===== config.mk =====
export PLATFORM = sky130hd
export DESIGN_NAME = kd_tree_sequencer
export DESIGN_NICKNAME = d
export VERILOG_FILES = /design/src/rtl/kd_tree_sequencer_pkg.sv /design/src/rtl/kd_tree_sequencer_issue_tracker.sv /design/src/rtl/kd_tree_sequencer.sv
export SDC_FILE = /design/constraint.sdc
export NUM_CORES = 1
export LEC_CHECK = 0
export CAP_MARGIN = 20
export CELL_PAD_IN_SITES_DETAIL_PLACEMENT = 0
export CELL_PAD_IN_SITES_GLOBAL_PLACEMENT = 1
export CORE_MARGIN = 2
export CORE_UTILIZATION = 29
export DETAILED_ROUTE_END_ITERATION = 16
export PLACE_DENSITY = 0.91
export SLEW_MARGIN = 30
export SYNTH_ARGS = -nofsm -noshare
export SYNTH_HDL_FRONTEND = slang
export SYNTH_HIERARCHICAL = 1
export SYNTH_SLANG_ARGS = --single-unit

===== constraint.sdc =====
create_clock -name clk -period 2.7 [get_ports clk]
set_clock_uncertainty 0.2 [all_clocks]
set_input_delay 0.405 -clock clk [delete_from_list [all_inputs] [get_ports clk]]
set_output_delay 0.405 -clock clk [all_outputs]
set_load 0.01 [all_outputs]

===== src/rtl/kd_tree_sequencer_pkg.sv =====
// Shared types and default widths for the kd-tree load/query sequencer.
package kd_tree_pkg;

  localparam int DSIZE_DEF         = 11;
  localparam int FETCH_WIDTH_DEF   = 2;
  localparam int ADDRESS_WIDTH_DEF = 8;

  typedef enum logic [2:0] {
    S_IDLE  = 3'd0,
    S_LOAD  = 3'd1,
    S_QUERY = 3'd2,
    S_DRAIN = 3'd3,
    S_DONE  = 3'd4
  } state_t;

endpackage


===== src/rtl/kd_tree_sequencer_issue_tracker.sv =====
// Valid-bit pipeline that mirrors the tree latency; out marks the cycle a leaf
// index belonging to an earlier issue is present on the tree output.
module issue_tracker #(
  parameter int DEPTH = 8
) (
  input  logic clk,
  input  logic wrst_n,
  input  logic in,
  output logic out,
  output logic empty
);

  logic [DEPTH-1:0] sr;

  always_ff @(posedge clk) begin
    if (!wrst_n) sr <= '0;
    else         sr <= (sr << 1) | DEPTH'(in);
  end

  assign out   = sr[DEPTH-1];
  assign empty = ~|sr;

endmodule


===== src/rtl/kd_tree_sequencer.sv =====
// Loads aggregated kd-tree node words into node memory, then streams query
// patches through the tree and forwards leaf indices to the result queue.
//
// state | meaning
// IDLE  | waiting for start
// LOAD  | accepting LOAD_WORDS node words into node memory
// QUERY | issuing NUM_PATCHES patches to the tree
// DRAIN | waiting for in-flight leaf indices to leave the pipeline
// DONE  | one-cycle completion pulse
module kd_tree_sequencer
  import kd_tree_pkg::*;
#(
  parameter int DSIZE         = DSIZE_DEF,
  parameter int FETCH_WIDTH   = FETCH_WIDTH_DEF,
  parameter int LOAD_WORDS    = 128,
  parameter int PATCH_WIDTH   = 55,
  parameter int ADDRESS_WIDTH = ADDRESS_WIDTH_DEF,
  parameter int NUM_PATCHES   = 1024,
  parameter int TREE_LATENCY  = 8,
  localparam int WAW = (LOAD_WORDS > 1) ? $clog2(LOAD_WORDS) : 1
) (
  input  logic                           clk,
  input  logic                           wrst_n,
  input  logic                           start,
  input  logic [FETCH_WIDTH*DSIZE-1:0]   agg_data,
  input  logic                           agg_valid,
  output logic                           agg_ready,
  output logic                           node_wr_en,
  output logic [WAW-1:0]                 node_wr_addr,
  output logic [FETCH_WIDTH*DSIZE-1:0]   node_wr_data,
  input  logic [PATCH_WIDTH-1:0]         patch_data,
  input  logic                           patch_valid,
  output logic                           patch_ready,
  output logic [PATCH_WIDTH-1:0]         tree_patch,
  output logic                           tree_enable,
  input  logic [ADDRESS_WIDTH-1:0]       tree_leaf,
  input  logic                           result_full_n,
  output logic                           result_enq,
  output logic [ADDRESS_WIDTH-1:0]       result_leaf,
  output logic                           busy,
  output logic                           done,
  output logic [2:0]                     state
);

  // Counters are one bit wider than needed for addressing so the terminal
  // increment lands on LOAD_WORDS / NUM_PATCHES instead of wrapping.
  localparam int WCW = $clog2(LOAD_WORDS + 1);
  localparam int PCW = $clog2(NUM_PATCHES + 1);

  state_t         st;
  logic [WCW-1:0] word_cnt;
  logic [PCW-1:0] patch_cnt;
  logic           wr_fire;
  logic           issue;
  logic           last_word;
  logic           last_patch;
  logic           trk_out;
  logic           trk_empty;

  assign agg_ready    = (st == S_LOAD);
  assign wr_fire      = agg_ready && agg_valid;
  assign node_wr_en   = wr_fire;
  assign node_wr_addr = wr_fire ? word_cnt[WAW-1:0] : '0;
  assign node_wr_data = wr_fire ? agg_data : '0;

  assign patch_ready  = (st == S_QUERY) && result_full_n;
  assign issue        = patch_valid && patch_ready;

  assign last_word    = (word_cnt == WCW'(LOAD_WORDS - 1));
  assign last_patch   = (patch_cnt == PCW'(NUM_PATCHES - 1));

  // Results are never back-pressured; the queue reserves TREE_LATENCY slack.
  assign result_enq   = trk_out;
  assign result_leaf  = trk_out ? tree_leaf : '0;

  assign busy  = (st != S_IDLE);
  assign done  = (st == S_DONE);
  assign state = st;

  issue_tracker #(.DEPTH(TREE_LATENCY)) u_tracker (
    .clk    (clk),
    .wrst_n (wrst_n),
    .in     (issue),
    .out    (trk_out),
    .empty  (trk_empty)
  );

  always_ff @(posedge clk) begin
    if (!wrst_n) begin
      st          <= S_IDLE;
      word_cnt    <= '0;
      patch_cnt   <= '0;
      tree_patch  <= '0;
      tree_enable <= 1'b0;
    end else begin
      tree_enable <= issue;
      if (issue) tree_patch <= patch_data;
      case (st)
        S_IDLE: begin
          word_cnt  <= '0;
          patch_cnt <= '0;
          if (start) st <= S_LOAD;
        end
        S_LOAD: begin
          if (wr_fire) begin
            word_cnt <= word_cnt + WCW'(1);
            if (last_word) st <= S_QUERY;
          end
        end
        S_QUERY: begin
          if (issue) begin
            patch_cnt <= patch_cnt + PCW'(1);
            if (last_patch) st <= S_DRAIN;
          end
        end
        S_DRAIN: if (trk_empty) st <= S_DONE;
        S_DONE:  st <= S_IDLE;
        default: st <= S_IDLE;
      endcase
    end
  end

endmodule


=== After elaboration in Yosys (flattened, before gate mapping) ===
Cells that the tools add are included.

* Flip-flop bits (word level): 86
* Output and inout bits: 102
* Input port bits: 91

* Reduce and logical (&&, ||, !) cells: 11
* Add/sub/neg operators: 2
* Eq/ne operators: 12
* Mux-type cells: 14
* Bitwise operators: 1

{| class="wikitable"
|+ Operator list
! operator !! count
|-
| $mux W22 || 1
|-
| $pmux W11 S2 || 1
|-
| $mux W3 || 6
|-
| $mux W8 || 2
|-
| $pmux W8 S2 || 1
|-
| $pmux W3 S4 || 1
|-
| $add A11 B1 Y11 const B || 1
|-
| $eq A11 B10 Y1 const B || 1
|-
| $mux W11 || 1
|-
| $add A8 B1 Y8 const B || 1
|-
| $eq A8 B7 Y1 const B || 1
|-
| $or A8 B1 Y8 || 1
|-
| $reduce_or A8 Y1 || 1
|-
| $mux W7 || 1
|-
| $eq A3 B2 Y1 const B || 2
|-
| $ne A2 B1 Y1 const B || 3
|-
| $ne A2 B2 Y1 const B || 3
|-
| $reduce_and A6 Y1 || 1
|-
| $reduce_and A2 Y1 || 2
|-
| $reduce_bool A2 Y1 || 2
|-
| $eq A3 B1 Y1 const B || 1
|-
| $eq A3 B3 Y1 const B || 1
|-
| $logic_and A1 B1 Y1 || 3
|-
| $logic_not A3 Y1 || 1
|-
| $reduce_bool A3 Y1 || 1
|}

=== Longest topological paths before layout ===
Gate-level depths: netlist of run 1.

* Word-level depth: 5
* Mapped depth: 7

=== Hierarchy ===
Netlist of run 1, hierarchy kept.

{| class="wikitable"
|+ By module, submodules not included
! module !! cells each !! area an instance (um^2) !! times used
|-
| kd_tree_sequencer || 416 || 3347.0 || 1
|-
| issue_tracker || 19 || 229.0 || 1
|}

=== Least setup slack after synthesis of run 1 ===
OpenSTA, ideal clock, no wires.

* Kind: flip-flop to output port
* From: reg st[0] (netlist: state[0])
* To: out node_wr_data[12]
* Stages on the path, launching flop included: 5
* Required time: 2.095 ns
* Buffers on the path: 2
* Path slack: 0.656 ns
* Arrival: 1.439 ns
* Cells stage by stage: dfxtp_1 -> buf_2 -> nor3b_1 -> clkbuf_1 -> and3_1

* Longest elaborated chain between the ends: 3

{| class="wikitable"
|+ RTL lines
! item !! RTL line !! text
|-
| from (decl) || kd_tree_sequencer.sv:50 || <nowiki>state_t st;</nowiki>
|-
| from (signal assigned) || kd_tree_sequencer.sv:90 || <nowiki>st <= S_IDLE;</nowiki>
|-
| from (signal assigned) || kd_tree_sequencer.sv:102 || <nowiki>if (start) st <= S_LOAD;</nowiki>
|-
| from (signal assigned) || kd_tree_sequencer.sv:107 || <nowiki>if (last_word) st <= S_QUERY;</nowiki>
|-
| $eq A3 B1 Y1 || kd_tree_sequencer.sv:60 || <nowiki>assign agg_ready = (st == S_LOAD);</nowiki>
|-
| via agg_ready || kd_tree_sequencer.sv:27 || <nowiki>output logic agg_ready,</nowiki>
|-
| $logic_and A1 B1 Y1 || kd_tree_sequencer.sv:61 || <nowiki>assign wr_fire = agg_ready && agg_valid;</nowiki>
|-
| $mux W22 || kd_tree_sequencer.sv:64 || <nowiki>assign node_wr_data = wr_fire ? agg_data : '0;</nowiki>
|-
| to (decl) || kd_tree_sequencer.sv:30 || <nowiki>output logic [FETCH_WIDTH*DSIZE-1:0] node_wr_data,</nowiki>
|}

The timed path passes the listed nets, and every way through them passes these cells.

=== Worst setup path after layout of run 1 ===
* From: reg st[1] (netlist: state[1])
* To: out node_wr_en

* Longest elaborated chain between the ends: 2

{| class="wikitable"
|+ RTL lines
! item !! RTL line !! text
|-
| $eq A3 B1 Y1 || kd_tree_sequencer.sv:60 ||
|-
| $logic_and A1 B1 Y1 || kd_tree_sequencer.sv:61 ||
|-
| to (decl) || kd_tree_sequencer.sv:28 || <nowiki>output logic node_wr_en,</nowiki>
|}

No other way between the ends.

==> results of run 1 <==
==> through the flow <==
stage | util | hold slack, ns
CTS | 0.496 | 0.254
global placement | 0.472 | 0.224
global route | 0.496 | 0.272
detailed placement | 0.472 | 0.234
floorplan | - | 0.220
finish | 0.496 | 0.245
==> final cells by class <==
class | instances | area (µm²) | share of cell area
inverter | 7 | 26.3 | 0.00441
timing repair buffer | 200 | 2010 | 0.338
tap | 147 | 184 | 0.0308
clock buffer | 10 | 229 | 0.0384
sequential | 86 | 1720 | 0.289
multi-input combinational | 313 | 1720 | 0.289
clock inverter | 6 | 62.6 | 0.0105
==> kinds of logic after synthesis <==
| group | Yosys count | share of synthesized area |
|---|---|---|
| buf+inv | 36 | 0.0399 |
| flops | 86 | 0.481 |
| compound gates | 77 | 0.145 |
| xor+xnor | 11 | 0.0269 |
| simple gates | 223 | 0.300 |
| fa+ha+maj | 2 | 0.00700 |
==> metal layers <==
layer,track usage,share of wire,vias to the layer above
li1,-,-,1826
met1,0.183,0.42,1663
met2,0.261,0.50,105
met3,0.0569,0.070,10
met4,0.0450,0.011,0
met5,0,0,-
==> registers in the layout (all words and copies together), names as in the netlist <==
signal and cells:
tree_enable 1, word_cnt 8, tree_patch 55, state 3, u_tracker/sr 8, patch_cnt 11
==> what timing repair did <==
action,in CTS,in global routing
setup endpoints to repair,0,1
resized for setup,0,1
buffers inserted,0,0
==> power groups by stage <==
stage	clock [mW]	sequential, mW	combinational, mW
2_1_floorplan	0	1.36	0.184
3_3_place_gp	0	1.35	0.495
3_5_place_dp	0	1.35	0.503
4_1_cts	1.25	1.32	0.506
5_1_grt	1.30	1.32	0.545
6_report	1.21	1.32	0.503
==> layout by cell type, fill, tap and decap left out, types with 6 or more instances in the layout <==
cell,synthesis,layout
xnor2_1,8,8
nor4_1,8,8
inv_1,7,6
nand3_1,8,8
and2_1,17,17
clkbuf_16,0,9
a21boi_0,42,42
and3_1,31,31
nand2_1,121,120
clkdlybuf4s50_1,0,191
a21oi_1,22,22
dfxtp_1,86,86
nor2_1,16,16
==> final timing paths <==
kind | end | slack [ns] | start
setup / recovery | node_wr_en | 0.17 | state[1]
hold / removal | u_tracker/sr[2] | 0.25 | u_tracker/sr[1]
setup reg to reg | patch_cnt[9] | 0.65 | state[1]
hold reg to reg | u_tracker/sr[2] | 0.25 | u_tracker/sr[1]
==> summary.md, run 1 <==
| Metric | Value |
|---|---|
| Area grow syn2layout | 66.7% |
| EDFF count, synth | 0 |
| Ranking of synthesized cells by area | dfxtp_1 (48%), nand2_1 (13%), a21boi_0 (8.8%) |
| Routed WL | 10.4 mm |
| Leading area contributor after synthesis | dfxtp_1 |
| Width of the die | 115 µm |
| Mapped Area | 0.00358 mm² |
| Final GP Congestion | 0.804 |
| Status | completed |
| Post-route setup TNS | 0 ns |
| Starting DRT DRC Count | 200 |
| Leakage | 2.14 nW |
| Die Height | 115 µm |
| Fill cells | 1191 |
| Hold-fix buffers, CTS | 0 |
| Dpl ws | 0.208 ns |
| Master of the slowest instance on the critical path | clkdlybuf4s50_1 |
| Hold Path Class | reg -> reg |
| Max cap viols | 0 |
| FP Rows | 40 |
| Worst Hold Path Cells | 1 |
| Worst R2R Path Depth | 4 |
| Total grt overflow | 0 |
| Pwr/cell area | 508 mW/mm² |
| Post-route minimum period | 2.53 ns |
| RSZ-0062 raised after global routing | false |
| Final Power | 3.03 mW |
| Switch share | 0.242 |
| 1st-pass router iterations | 5 |
| Register area share after synthesis | 0.481 |
| Via density | 4.69 |
| Critical path arrival | 1.92 ns |
| Worst setup SP type | flip-flop |
| Slew Limit Fails | 0 |
| Maximum clock frequency | 395 MHz |
| Full die area | 0.0132 mm² |
| Synthesized netlist net count | 528 |
| Clock Sink Count | 86 |
| Final Hold Fails | 0 |
| First-pass GRT wire length | 16.4 mm |
| Placed cells | 753 |
| Internal cell power | 2.30 mW |
| Tcrit/Tclk final | 0.937 |
| Most common cell in the netlist | nand2_1 |
| # nets final | 710 |
| Final antenna-violating net count | 0 |
| Post-Syn Area per Cell | 8.22 µm² |
| Yosys reg bits | 86 |
| Largest net degree at the start of global routing | 58 |
| Post-route insts no fill | 769 |
| Htree depth | 3 |
| Clock power frac | 0.398 |
| Hpwl dp | 7.62 mm |
| CTS Root Cell | clkbuf_16 |
| Psw | 0.733 mW |
| Setup Crit Path Kind | reg -> out |
| Fin worst setup slack | 0.170 ns |
| Layout cells sized above 1 | 0.0547 |
| Yosys cell types | 35 |
| Post-synth top area share | 0.481 |
| Synth top cells by count | nand2_1 (121), dfxtp_1 (86), a21boi_0 (42) |
| CTS tree | yes |
| Post-Synthesis Cells | 435 |
| Initial antenna violation count | 0 |
| Area after DPL | 0.00567 mm² |
| Clk slew on worst S/H paths | 0.06 ns |
| Top_reg_cell synth | dfxtp_1 |
| Clock Latency Late Sink | 0.33 ns |
| Via count | 3604 |
| Final Setup Violations | 0 |
| Core ar. | 0.0120 mm² |
| GRT Util Overall | 0.154 |
| Yosys warning total | 6 |
| DRC | 0 |
| # diodes | 0 |
| Sequential power share | 0.436 |
| Clock buffer depth | 2 |
| Crit path capture type | output pin |
| Required time of the worst setup path | 2.10 ns |
| Top Ports | 193 |
| Cell depth of the worst setup path | 3 |
| Worst slew margin | 0.622 |
| Cell family contributing the most delay on the critical path | simple AND/OR/NAND/NOR gates |
| Final Cell Area | 0.00596 mm² |
| Port Buffers | 192 |
| Critical path buffers and inverters | 1 |
| Starting Density | 0.298 |
| Worst path cell trace | or2_2 > nor3_2 > clkdlybuf4s50_1 |
| Crit-path max cell delay | 0.60 ns |
| Slew @ Worst Pin | 0.559 ns |
| Number of global-route vias before repair | 3437 |
| WL per Instance | 13.5 µm |
| Comb pwr share | 0.166 |
| Ys async rst share | 0 |
| CTS Buf Count | 9 |
| Worst-path maximum fanout | 9 |
| Peak supply drop | 0.359 mV |
No activity file was read; power rests on OpenSTA's default activity.
==> run 2: changes to the inputs <==
--- a/config.mk
+++ b/config.mk
@@ -8,10 +8,10 @@
 export CAP_MARGIN = 20
 export CELL_PAD_IN_SITES_DETAIL_PLACEMENT = 0
 export CELL_PAD_IN_SITES_GLOBAL_PLACEMENT = 1
-export CORE_MARGIN = 2
-export CORE_UTILIZATION = 29
+export CORE_ASPECT_RATIO = 0.6
+export CORE_UTILIZATION = 24
 export DETAILED_ROUTE_END_ITERATION = 16
-export PLACE_DENSITY = 0.91
+export PLACE_DENSITY = 0.81
 export SLEW_MARGIN = 30
 export SYNTH_ARGS = -nofsm -noshare
 export SYNTH_HDL_FRONTEND = slang
==> constraint.sdc (replaced) <==
create_clock -name clk -period 2.1 [get_ports clk]
set_clock_uncertainty 0.2 [all_clocks]
set_input_delay 0.315 -clock clk [delete_from_list [all_inputs] [get_ports clk]]
set_output_delay 0.315 -clock clk [all_outputs]
set_load 0.01 [all_outputs]
==> summary.md, run 2 (synthesized netlist as in run 1, its figures left out) <==
| Metric | Value |
|---|---|
| Largest net degree at the start of global routing | 42 |
| Hpwl dp | 8.29 mm |
| Slew Limit Fails | 0 |
| Starting DRT DRC Count | 152 |
| Peak supply drop | 0.366 mV |
| Area grow syn2layout | 70.8% |
| Cell family contributing the most delay on the critical path | simple AND/OR/NAND/NOR gates |
| Top Ports | 193 |
| FP Rows | 34 |
| Final antenna-violating net count | 0 |
| Width of the die | 160 µm |
| Clk slew on worst S/H paths | 0.07 ns |
| R2R Setup Slk | 0.01 ns |
| GRT Util Overall | 0.141 |
| CTS Buf Count | 9 |
| Pwr/cell area | 662 mW/mm² |
| Post-route minimum period | 2.09 ns |
| CTS tree | yes |
| Die Height | 96.6 µm |
| Critical path arrival | 2.14 ns |
| Slew @ Worst Pin | 0.570 ns |
| Max reg flops | 55 |
| Total grt overflow | 0 |
| Crit path capture type | flip-flop |
| Worst path cell trace | buf_4 > a21boi_2 > or4_4 > or4_1 > a21oi_1 |
| Worst slew margin | 0.619 |
| Final Util | 0.421 |
| Port Buffers | 192 |
| Critical path buffers and inverters | 1 |
| Fin Hold WS | 0.251 ns |
| Worst-path maximum fanout | 5 |
| Crit-path max cell delay | 0.49 ns |
| Master of the slowest instance on the critical path | or4_4 |
| Final Cell Area | 0.00611 mm² |
| Leakage | 2.32 nW |
| Via count | 3648 |
| Initial antenna violation count | 0 |
| CTS Root Cell | clkbuf_16 |
| Crit. Startpoint | state[1] |
| 1st-pass router iterations | 4 |
| Status | completed |
| Via density | 4.34 |
| RR Startpoint | state[1] |
| Starting Density | 0.247 |
| Full die area | 0.0154 mm² |
| Core ar. | 0.0145 mm² |
| Max cap viols | 0 |
| Clock Latency Late Sink | 0.33 ns |
| Number of global-route vias before repair | 3446 |
| Hold-fix buffers, CTS | 0 |
| Largest regs | tree_patch x55, patch_cnt x11 |
| Most flop-heavy register | tree_patch |
| Setup Crit Path Kind | reg -> reg |
| RSZ-0062 raised after global routing | true |
| Most frequent cells in the layout | clkdlybuf4s50_1 (157), nand2_1 (120), dfxtp_1 (82) |
| # nets final | 731 |
| First-pass GRT wire length | 17.2 mm |
| Crit path capture | patch_cnt[9] |
| RR Endpoint | patch_cnt[9] |
| Layout cells sized above 1 | 0.142 |
| Hold Path Class | reg -> reg |
| Final Setup Violations | 0 |
| # diodes | 0 |
| DRC | 0 |
| Maximum clock frequency | 479 MHz |
| Final Hold Fails | 0 |
| Required time of the worst setup path | 2.15 ns |
| Clock Sink Count | 86 |
| Cell depth of the worst setup path | 5 |
| Routed WL | 11.0 mm |
| Worst setup SP type | flip-flop |
| Worst R2R Path Depth | 5 |
| Commonest non-fill, non-tap cell in the layout | clkdlybuf4s50_1 |
| Clock buffer depth | 2 |
| Fill cells | 1462 |
| Htree depth | 3 |
| Final GP Congestion | 0.802 |
| WL per Instance | 13.0 µm |
| Tcrit/Tclk final | 0.993 |
| Area after DPL | 0.00586 mm² |
[run 2: power breakdown]
group | switching (mW) | internal (mW)
clock | 0.666 | 0.963
sequential | 0.0247 | 1.67
combinational | 0.306 | 0.413
[run 2: layer usage]
layer | part of all wire | routed length, µm | vias up | global-route usage
li1 | - | - | 1871 | -
met1 | 0.50 | 5450 | 1665 | 0.193
met2 | 0.42 | 4560 | 104 | 0.204
met3 | 0.078 | 857 | 8 | 0.0568
met4 | 0.0083 | 91 | 0 | 0.0337
met5 | 0 | 0 | - | 0
[run 2: worst register-to-register path: stages (launching register included)]
cell	delay (ns)
dfxtp_2	0.34
buf_4	0.15
a21boi_2	0.17
or4_4	0.49
or4_1	0.49
a21oi_1	0.16
[run 2: worst min-delay path by stage]
stage	startpoint	end	slack (ns)	cells after the start
3_3_place_gp	u_tracker/sr[6]	u_tracker/sr[7]	0.23	1
4_1_cts	u_tracker/sr[1]	u_tracker/sr[2]	0.26	1
5_1_grt	u_tracker/sr[4]	u_tracker/sr[5]	0.27	1
3_5_place_dp	u_tracker/sr[4]	u_tracker/sr[5]	0.24	1
6_report	u_tracker/sr[4]	u_tracker/sr[5]	0.25	1
2_1_floorplan	u_tracker/sr[4]	u_tracker/sr[5]	0.22	1
[run 2: timing repair]
| item | CTS | global route |
|---|---|---|
| buffers inserted | 1 | 0 |
| resized for setup | 74 | 27 |
| cloned | 1 | 0 |
| endpoints found under the setup margin | 40 | 37 |
| pin swaps | 1 | 1 |
[run 2: stage by stage]
step	setup slack [ns]	TNS [ns]	total power [mW]	cells
finish	0.0144	0	4.04	841
global route	-0.0402	-0.154	4.25	841
CTS	0.00137	0	4.12	841
detailed placement	-0.260	-6.96	2.44	823
global placement	-0.251	-5.39	2.42	823
floorplan	0.146	0	1.98	435
[run 2: layout make-up]
type	instances	area [µm²]	area share
inverters	7	26.3	0.00430
flip-flops and latches	86	1730	0.283
clock buffers	10	239	0.0391
well taps	198	248	0.0406
repair buffers	221	2070	0.339
clock inverters	6	66.3	0.0109
multi-input cells	313	1730	0.284
==> run 3: changes to the inputs <==
--- a/config.mk
+++ b/config.mk
@@ -11,6 +11,7 @@
 export CORE_ASPECT_RATIO = 0.6
 export CORE_UTILIZATION = 24
 export DETAILED_ROUTE_END_ITERATION = 16
+export GPL_TIMING_DRIVEN = 0
 export PLACE_DENSITY = 0.81
 export SLEW_MARGIN = 30
 export SYNTH_ARGS = -nofsm -noshare
==> summary.md, run 3 (synthesized netlist as in run 1, its figures left out) <==
| Metric | Value |
|---|---|
| Post-route setup TNS | -0.0318 ns |
| RR Endpoint | patch_cnt[9] |
| Largest net degree at the start of global routing | 15 |
| Internal cell power | 3.18 mW |
| Crit. Startpoint | state[2] |
| Switch share | 0.242 |
| 1st-pass router iterations | 6 |
| Layout cells sized above 1 | 0.151 |
| # diodes | 0 |
| Grt met2 use | 0.221 |
| WL per Instance | 14.0 µm |
| Largest regs | tree_patch x55, patch_cnt x11 |
| Top Ports | 193 |
| Crit-path max cell delay | 0.33 ns |
| Psw | 1.02 mW |
| Number of global-route vias before repair | 3508 |
| Fill cells | 1421 |
| CTS Buf Count | 9 |
| Core ar. | 0.0145 mm² |
| Total grt overflow | 0 |
| Fin worst setup slack | -0.0181 ns |
| Final antenna-violating net count | 0 |
| Worst path cell trace | buf_8 > nor3b_4 > buf_6 > clkbuf_8 > and3_4 > buf_6 |
| Most frequent cells in the layout | clkdlybuf4s50_1 (157), nand2_1 (121), dfxtp_1 (80) |
| CTS tree | yes |
| Master of the slowest instance on the critical path | dfxtp_2 |
| FP Rows | 34 |
| Initial antenna violation count | 0 |
| # nets final | 745 |
| Fin Hold WS | 0.242 ns |
| Global route hottest layer | met2 |
| Via density | 4.41 |
| Worst Hold Path Cells | 1 |
| Most flop-heavy register | tree_patch |
| Commonest non-fill, non-tap cell in the layout | clkdlybuf4s50_1 |
| Peak supply drop | 0.335 mV |
| Htree depth | 3 |
| Worst slew margin | 0.629 |
| Critical path arrival | 1.60 ns |
| Slew @ Worst Pin | 0.556 ns |
| Clock buffer depth | 2 |
| Via count | 3771 |
| Starting Density | 0.247 |
| Tcrit/Tclk final | 1.01 |
| Leakage | 2.38 nW |
| Required time of the worst setup path | 1.58 ns |
| Failing checks | setup timing |
| Max cap viols | 0 |
| Maximum clock frequency | 472 MHz |
| Post-route minimum period | 2.12 ns |
| Routing usage on met3 | 0.0525 |
| Final GP Congestion | 0.736 |
| Final Setup Violations | 5 |
| Final Hold Fails | 0 |
| Worst-path maximum fanout | 7 |
| Crit path capture type | output pin |
| Hold Startpoint | u_tracker/sr[2] |
| Comb pwr share | 0.183 |
| Crit path top cell by count | buf_6 |
| Hold worst-path end | u_tracker/sr[3] |
| Max reg flops | 55 |
| Clk slew on worst S/H paths | 0.06 ns |
| Pwr/cell area | 675 mW/mm² |
| Clock Sink Count | 86 |
| Clock power frac | 0.412 |
| Final Util | 0.429 |
| Worst setup SP type | flip-flop |
| Met1 usage | 0.213 |
| Clock Latency Late Sink | 0.33 ns |
| Starting DRT DRC Count | 130 |
| RR Startpoint | state[0] |
| RSZ-0062 raised after global routing | true |
| Sequential power share | 0.405 |
| Full die area | 0.0154 mm² |
| Setup Crit Path Kind | reg -> out |
| Port Buffers | 192 |
| Routed WL | 12.0 mm |
| Slew Limit Fails | 0 |
| Area grow syn2layout | 73.9% |
| Hold Path Class | reg -> reg |
| Worst R2R Path Depth | 5 |
| Final Cell Area | 0.00622 mm² |
| First-pass GRT wire length | 18.3 mm |
| Width of the die | 160 µm |
| Hold-fix buffers, CTS | 0 |
| DRC | 0 |
| R2R Setup Slk | 0.06 ns |
| CTS Root Cell | clkbuf_16 |
| GRT Util Overall | 0.152 |
| Die Height | 96.6 µm |
| Hpwl dp | 8.94 mm |
| Area after DPL | 0.00575 mm² |
| Status | complete, but fails checks |
==> run 3: cell types whose count changed in the layout (fill, tap and decap cells not counted), moves of 6 or more <==
cell      before  now
clkbuf_2      24    7
buf_2          1   25
buf_4         25   14
clkbuf_1       0   11
buf_6          1    7
==> run 3: area by class of cell <==
class,instances,area [µm²],share of cell area
buffer,28,203,0.0326
clock buffer,11,243,0.0390
clock inverter,5,82.6,0.0133
inverter,7,30.0,0.00483
multi-input combinational,313,1760,0.283
sequential,86,1730,0.278
tap,198,248,0.0398
timing repair buffer,207,1920,0.309
==> run 3: power by group through the flow <==
stage                     sequential (mW)  clock, mW  combinational (mW)
after floorplan                      1.75          0               0.236
after global placement               1.73          0               0.642
after detailed placement             1.73          0               0.652
after CTS                            1.70       1.79               0.731
after global routing                 1.71       1.85               0.831
final                                1.70       1.73               0.768
==> run 3: worst max-delay path by stage <==
| stage | to | slack, ns | cells past startpoint |
|---|---|---|---|
| after floorplan | node_wr_data[12] | 0.15 | 4 |
| after global placement | node_wr_data[14] | -0.56 | 5 |
| after detailed placement | node_wr_data[18] | -0.64 | 5 |
| after CTS | node_wr_data[7] | -0.002 | 6 |
| after global routing | node_wr_data[5] | -0.08 | 6 |
| final | node_wr_data[18] | -0.02 | 6 |
==> run 3: routing by layer <==
metal,vias up,routed length (µm),share of wire
met5,-,0,0
met4,0,108,0.0090
met3,10,755,0.063
met2,99,4990,0.42
met1,1762,6130,0.51
li1,1900,-,-
==> run 3: per-stage QoR <==
| step | cells | setup slack (ns) | total power [mW] |
|---|---|---|---|
| 3_5_place_dp | 825 | -0.639 | 2.39 |
| 6_report | 855 | -0.0181 | 4.20 |
| 3_3_place_gp | 825 | -0.555 | 2.37 |
| 4_1_cts | 850 | -0.00200 | 4.22 |
| 2_1_floorplan | 435 | 0.146 | 1.98 |
| 5_1_grt | 855 | -0.0758 | 4.39 |
==> run 3: what timing repair did <==
item	in CTS	in global routing
buffers inserted	7	5
cloned	3	0
setup endpoints to repair	78	83
gates resized for setup	164	30
pin swaps	2	2
==> run 3: worst max-delay path, delay by kind of cell, from the launching register on <==
family | cells | cell delay (ns)
buffers and inverters | 4 | 0.55
AND/OR/NAND/NOR | 2 | 0.39
flip-flops | 1 | 0.33
